**config.mk**
```make
export PLATFORM = sky130hd
export DESIGN_NAME = status_flag_unit
export DESIGN_NICKNAME = d
export VERILOG_FILES = /design/src/rtl/status_flag_unit.sv
export SDC_FILE = /design/constraint.sdc
export NUM_CORES = 1
export LEC_CHECK = 0
export CAP_MARGIN = 5
export CORE_AREA = 2 2 39 41
export DETAILED_ROUTE_END_ITERATION = 8
export DIE_AREA = 0 0 41 43
export MAX_ROUTING_LAYER = met4
export PLACE_DENSITY = 0.68
export SKIP_LAST_GASP = 1
export SLEW_MARGIN = 25
export SYNTH_ARGS = -nofsm -noshare
export SYNTH_HDL_FRONTEND = slang
export SYNTH_SLANG_ARGS = --single-unit
export TNS_END_PERCENT = 20
```
**constraint.sdc**
```tcl
create_clock -name clk -period 1.14 [get_ports clk]
set_input_delay 0.285 -clock clk [delete_from_list [all_inputs] [get_ports clk]]
set_output_delay 0.285 -clock clk [all_outputs]
set_load 0.01 [all_outputs]
```
**src/rtl/status_flag_unit.sv**
```systemverilog
// NZCV status register with in-flight flag tracking, hazard and shadow copy.
// Optional macro FLAG_BYPASS_EN: forward the youngest pending flags instead of a hazard.
module status_flag_unit #(
   parameter int COMMIT_LAT = 1,
   parameter int FLAG_W     = 4
) (
   input  logic              clk,
   input  logic              rst_n,
   input  logic              id_valid,
   input  logic              id_s_bit,
   input  logic              id_cond_used,
   input  logic              freeze,
   input  logic              flush,
   input  logic [FLAG_W-1:0] alu_flags,
   input  logic              save_req,
   input  logic              restore_req,
   output logic [FLAG_W-1:0] status_register,
   output logic              flag_hazard,
   output logic [FLAG_W-1:0] shadow_flags,
   output logic [2:0]        pending_cnt
);

   logic [FLAG_W-1:0]     sr_q;
   logic [FLAG_W-1:0]     shadow_q;
   logic [COMMIT_LAT-1:0] valid_q;
   logic [FLAG_W-1:0]     slot_val [COMMIT_LAT];
   logic                  load0;
   logic                  commit;
   logic [FLAG_W-1:0]     commit_val;

   assign load0       = id_valid & id_s_bit & ~freeze & ~flush;
   assign slot_val[0] = alu_flags;

   // Valid bits: slot 0 loads from ID, older slots shift unconditionally
   always_ff @(posedge clk or negedge rst_n) begin
      if (!rst_n) begin
         valid_q <= '0;
      end else begin
         valid_q[0] <= load0;
         for (int k = 1; k < COMMIT_LAT; k++) begin
            valid_q[k] <= valid_q[k-1];
         end
      end
   end

   generate
      if (COMMIT_LAT > 1) begin : g_vals
         logic [FLAG_W-1:0] val_q [1:COMMIT_LAT-1];

         // Flag values follow their valid bits; slot 1 captures live ALU flags
         always_ff @(posedge clk or negedge rst_n) begin
            if (!rst_n) begin
               for (int k = 1; k < COMMIT_LAT; k++) begin
                  val_q[k] <= '0;
               end
            end else begin
               for (int k = 1; k < COMMIT_LAT; k++) begin
                  val_q[k] <= (k == 1) ? alu_flags : val_q[k-1];
               end
            end
         end

         for (genvar k = 1; k < COMMIT_LAT; k++) begin : g_out
            assign slot_val[k] = val_q[k];
         end
      end
   endgenerate

   assign commit     = valid_q[COMMIT_LAT-1];
   assign commit_val = slot_val[COMMIT_LAT-1];

   // Status register: restore beats commit, a dropped commit is lost
   always_ff @(posedge clk or negedge rst_n) begin
      if (!rst_n) begin
         sr_q <= '0;
      end else if (restore_req) begin
         sr_q <= shadow_q;
      end else if (commit) begin
         sr_q <= commit_val;
      end
   end

   // Shadow copy takes the pre-commit SR; with restore this forms a swap
   always_ff @(posedge clk or negedge rst_n) begin
      if (!rst_n) begin
         shadow_q <= '0;
      end else if (save_req) begin
         shadow_q <= sr_q;
      end
   end

   // Count of in-flight flag writes
   always_comb begin
      pending_cnt = '0;
      for (int k = 0; k < COMMIT_LAT; k++) begin
         pending_cnt = pending_cnt + {2'b00, valid_q[k]};
      end
   end

   assign shadow_flags = shadow_q;

`ifdef FLAG_BYPASS_EN
   // Forward the youngest pending value; slot 0 is the youngest
   always_comb begin
      status_register = sr_q;
      for (int k = COMMIT_LAT - 1; k >= 0; k--) begin
         if (valid_q[k]) begin
            status_register = slot_val[k];
         end
      end
   end

   assign flag_hazard = 1'b0;
`else
   // No forwarding: consumers stall while any flag write is in flight
   always_comb begin
      status_register = sr_q;
      flag_hazard     = id_valid & id_cond_used & (pending_cnt != 3'd0);
   end
`endif

endmodule

```
* Word-level counts from Yosys, hierarchy flattened *
Index checks and enable logic that the tools add are counted.
W data, S select, Z words.

cells by class
  $add $sub $neg = 0
  reductions and logical operators = 1
  eq/ne operators = 0
  div/mod/pow operators = 0
  multiply operators = 0
  magnitude comparators = 0
  bitwise operators = 7
  shift operators = 0
  muxes and demuxes = 2

operators by type and width
  cell                number
  $mux W4             2
  $and A1 B1 Y1       5
  $not A1 Y1          2
  $reduce_bool A2 Y1  1

word-level totals
  bits in latches = 0
  ROM bits = 0
  word-level logic and storage cells = 13
  memories = 0
  register bits = 9
  output and inout port bits = 12
  input bits = 13
  RAM bits = 0

* Logic depth before layout (Yosys ltp) *
  depth in word-level cells = 3
  gate-level depth with buffers = 3
  mapped depth without buffers = 2

* Worst setup path after synthesis *
OpenSTA, ideal clock, no wires.

  path kind = register to output
  start = reg valid_q (netlist: commit)
  end = out flag_hazard
  data required time = 0.855 ns
  buffers on the path = 1
  stages on the path, launching flop included = 3
  data arrival time = 0.713 ns
  setup slack = 0.142 ns
  path through = dfrtp_1 > buf_6 > and3_2

between the ends
  cells in the longest elaborated chain, start to end = 1

ends and longest elaborated chain
  element                            RTL line  RTL
  from (decl)                        25        logic [COMMIT_LAT-1:0] valid_q;
  from (signal, indexed assignment)  41        valid_q[k] <= valid_q[k-1];
  $and A1 B1 Y1                      118       flag_hazard = id_valid & id_cond_used & (pending_cnt != 3'd0);
  to (decl)                          18        output logic flag_hazard,

Every way passes these cells.

* Worst setup path after layout *
Ends and elaborated chain as after synthesis.

==> impl_metrics.env <==
export IMPL_status="finished, violations left"
export IMPL_design_portCount=25
export IMPL_cts_tree="yes"
export IMPL_pwr_share_comb_pct=37.1
export IMPL_worstPathCellList="and3_4, buf_6"
export IMPL_viasPerCell=4.25
export IMPL_wl_per_cell_um=11.7
export IMPL_cp_required_ps=850
export IMPL_yosys_area_top_type="dfrtp_1"
export IMPL_p_total_w=0.00110
export IMPL_setup_viol=9
export IMPL_antenna_found_initial=0
export IMPL_final_min_clock_period_ps=1210
export IMPL_die_area_um2=1760
export IMPL_hold_class="in -> async"
export IMPL_ys_types=10
export IMPL_final_cell_mix="clkdlybuf4s50_1, dfrtp_1, clkdlybuf4s15_1, buf_4, nand2_1"
export IMPL_ir_worst_vdd_mv=0.837
export IMPL_first_global_vias=318
export IMPL_synth_top_area_share_pct=56.4
export IMPL_drtIter0Drc=2
export IMPL_post_route_util_pct=50.5
export IMPL_netlist_instances=33
export IMPL_final_setup_skew_ps=2.83
export IMPL_post_route_period_util_pct=106
export IMPL_cts_sinks=9
export IMPL_root_buffer="clkbuf_4"
export IMPL_crit_type="reg -> out"
export IMPL_synth_seq_area_share_pct=56.4
export IMPL_power_frac_seq_pct=40.3
export IMPL_p_int_w=0.000789
export IMPL_power_switching_w=0.000309
export IMPL_antenna_cells=0
export IMPL_layout_cells_most_common="clkdlybuf4s50_1"
export IMPL_cts_made_buffers=3
export IMPL_worst_ep_arrival_time_ps=920
export IMPL_rsz0062_at_grt="yes"
export IMPL_io_buffers=22
export IMPL_routed_wl_um=935
export IMPL_grt_overflow_total=0
export IMPL_cellPowerDensity_nw_per_um2=1570
export IMPL_first_pass_iters=3
export IMPL_cts_buffer_depth=2
export IMPL_clk_pin_slew_ps=60
export IMPL_num_vias=340
export IMPL_synth_area_um2=399
export IMPL_grt_max_degree=10
export IMPL_crit_fanout=2
export IMPL_drc=0
export IMPL_gp_congestion=0.649
export IMPL_start_kind="flip-flop"
export IMPL_seqCellArea_um2=225
export IMPL_ys_ff_latch=9
export IMPL_avgSynthCellArea_um2=12.1
export IMPL_final_hold_viol_count=0
export IMPL_grt_usage_pct=12.5
export IMPL_core_um2=1380
export IMPL_clkPwrFrac_pct=22.6
export IMPL_cts_hold_buf=0
export IMPL_setup_ws_ps=-67.0
export IMPL_violations="setup timing"
export IMPL_final_layout_size_suffix_gt1_share_pct=29.7
export IMPL_instances_no_fill=80
export IMPL_power_leakage_nw=0.326
export IMPL_place_area_um2=662
export IMPL_multiInputGateArea_um2=148
export IMPL_dp_cells=75
export IMPL_max_stage_delay_ps=390
export IMPL_critPathTopFamily="flip-flops"
export IMPL_h_tree_depth=1
export IMPL_synthTopCellsByArea="dfrtp_1, mux2_2, mux2i_1"
export IMPL_maxCapViolCount=0
export IMPL_pre_cts_ws_ps=-597
export IMPL_final_nets=78
export IMPL_end_kind="primary output"
export IMPL_final_area_um2=698
export IMPL_drv_slew=0
export IMPL_rows=14
export IMPL_die_h_um=43
export IMPL_max_freq_mhz=828
export IMPL_grt_first_pass_wirelength_um=1360
export IMPL_fillerInstances=133
export IMPL_switching_share_pct=28.2
export IMPL_area_growth_pct=74.9
export IMPL_yosys_warnings=0
export IMPL_die_w_um=41
export IMPL_worst_path_buf_inv=1
export IMPL_crit_slowest_cell="dfrtp_1"
export IMPL_start_util_pct=28.8
export IMPL_drtAntennaViolNets=0
export IMPL_clk_latency_ps=260
-- synthesized netlist by cell type --
| master | number |
|---|---|
| and3_2 | 1 |
| o21ai_1 | 4 |
| nor3_1 | 1 |
| mux2i_1 | 4 |
| nand2_1 | 5 |
| buf_4 | 3 |
| conb_1 | 1 |
| mux2_2 | 4 |
| dfrtp_1 | 9 |
| buf_6 | 1 |
-- worst register-to-register path, delay by kind of cell (launching register included) --
family	cells	cell delay [ps]
DFF	1	390
buffers and inverters	2	270
muxes	1	140
AOI/OAI and AO/OA	1	80
-- power by group through the flow --
| stage | Sequential (W) | Combinational, W | Clock [W] |
|---|---|---|---|
| 2_1_floorplan | 0.000496 | 0.0000976 | 0 |
| 3_3_place_gp | 0.000448 | 0.000451 | 0 |
| 3_5_place_dp | 0.000449 | 0.000453 | 0 |
| 4_1_cts | 0.000444 | 0.000414 | 0.000259 |
| 5_1_grt | 0.000457 | 0.000447 | 0.000275 |
| 6_report | 0.000443 | 0.000407 | 0.000249 |
-- area by class of cell --
type	instances	share of cell area (%)
timing repair buffer	30	40.0
tap	16	2.87
multi-input combinational	21	21.1
sequential	9	32.3
clock buffer	4	3.76
-- metrics by stage --
stage	TNS (ps)	hold slack, ps
after detailed placement	-1680	499
after global placement	-1690	496
after CTS	-331	334
final	-184	323
after global routing	-562	351
after floorplan	0	-10.6
-- sequential cells by signal, indices dropped and copies added (netlist names) --
signal,cells
shadow_flags,4
status_register,4
commit,1
-- routing by layer --
metal | global-route usage (%) | share of wire (%) | vias to the layer above
li1 | - | - | 169
met1 | 14.7 | 41 | 152
met2 | 17.5 | 45 | 19
met3 | 4.19 | 14 | 0
met4 | 8.00 | 0 | 0
met5 | - | 0 | -
-- what timing repair did --
action	in CTS	in global routing
setup buffers	1	0
endpoints found under the setup margin	10	10
pin swaps	1	0
resized for setup	29	2
endpoints found under the hold margin	0	0
-- final timing paths --
| check | start | end | slack (ps) | cells after the start |
|---|---|---|---|---|
| hold reg to reg | shadow_flags[1]$_DFFE_PN0P_ | status_register[1]$_DFFE_PN0P_ | 510 | 2 |
| setup / recovery | commit$_DFF_PN0_ | flag_hazard | -70 | 2 |
| min in group clk | id_valid | commit$_DFF_PN0_ | 410 | 3 |
| max in group asynchronous | rst_n | shadow_flags[3]$_DFFE_PN0P_ | 530 | 1 |
| setup reg to reg | commit$_DFF_PN0_ | status_register[3]$_DFFE_PN0P_ | 130 | 4 |
| hold / removal | rst_n | commit$_DFF_PN0_ | 320 | 1 |
-- logic make-up after synthesis --
family                 count (synthesis)  synth area share [%]
buffers and inverters                  4                  8.46
DFF                                    9                  56.4
AOI/OAI and AO/OA                      4                  5.02
muxes                                  8                  21.3
other                                  1                 0.940
and+or+nand+nor                        7                  7.84
No activity file was read; power rests on OpenSTA's default activity.
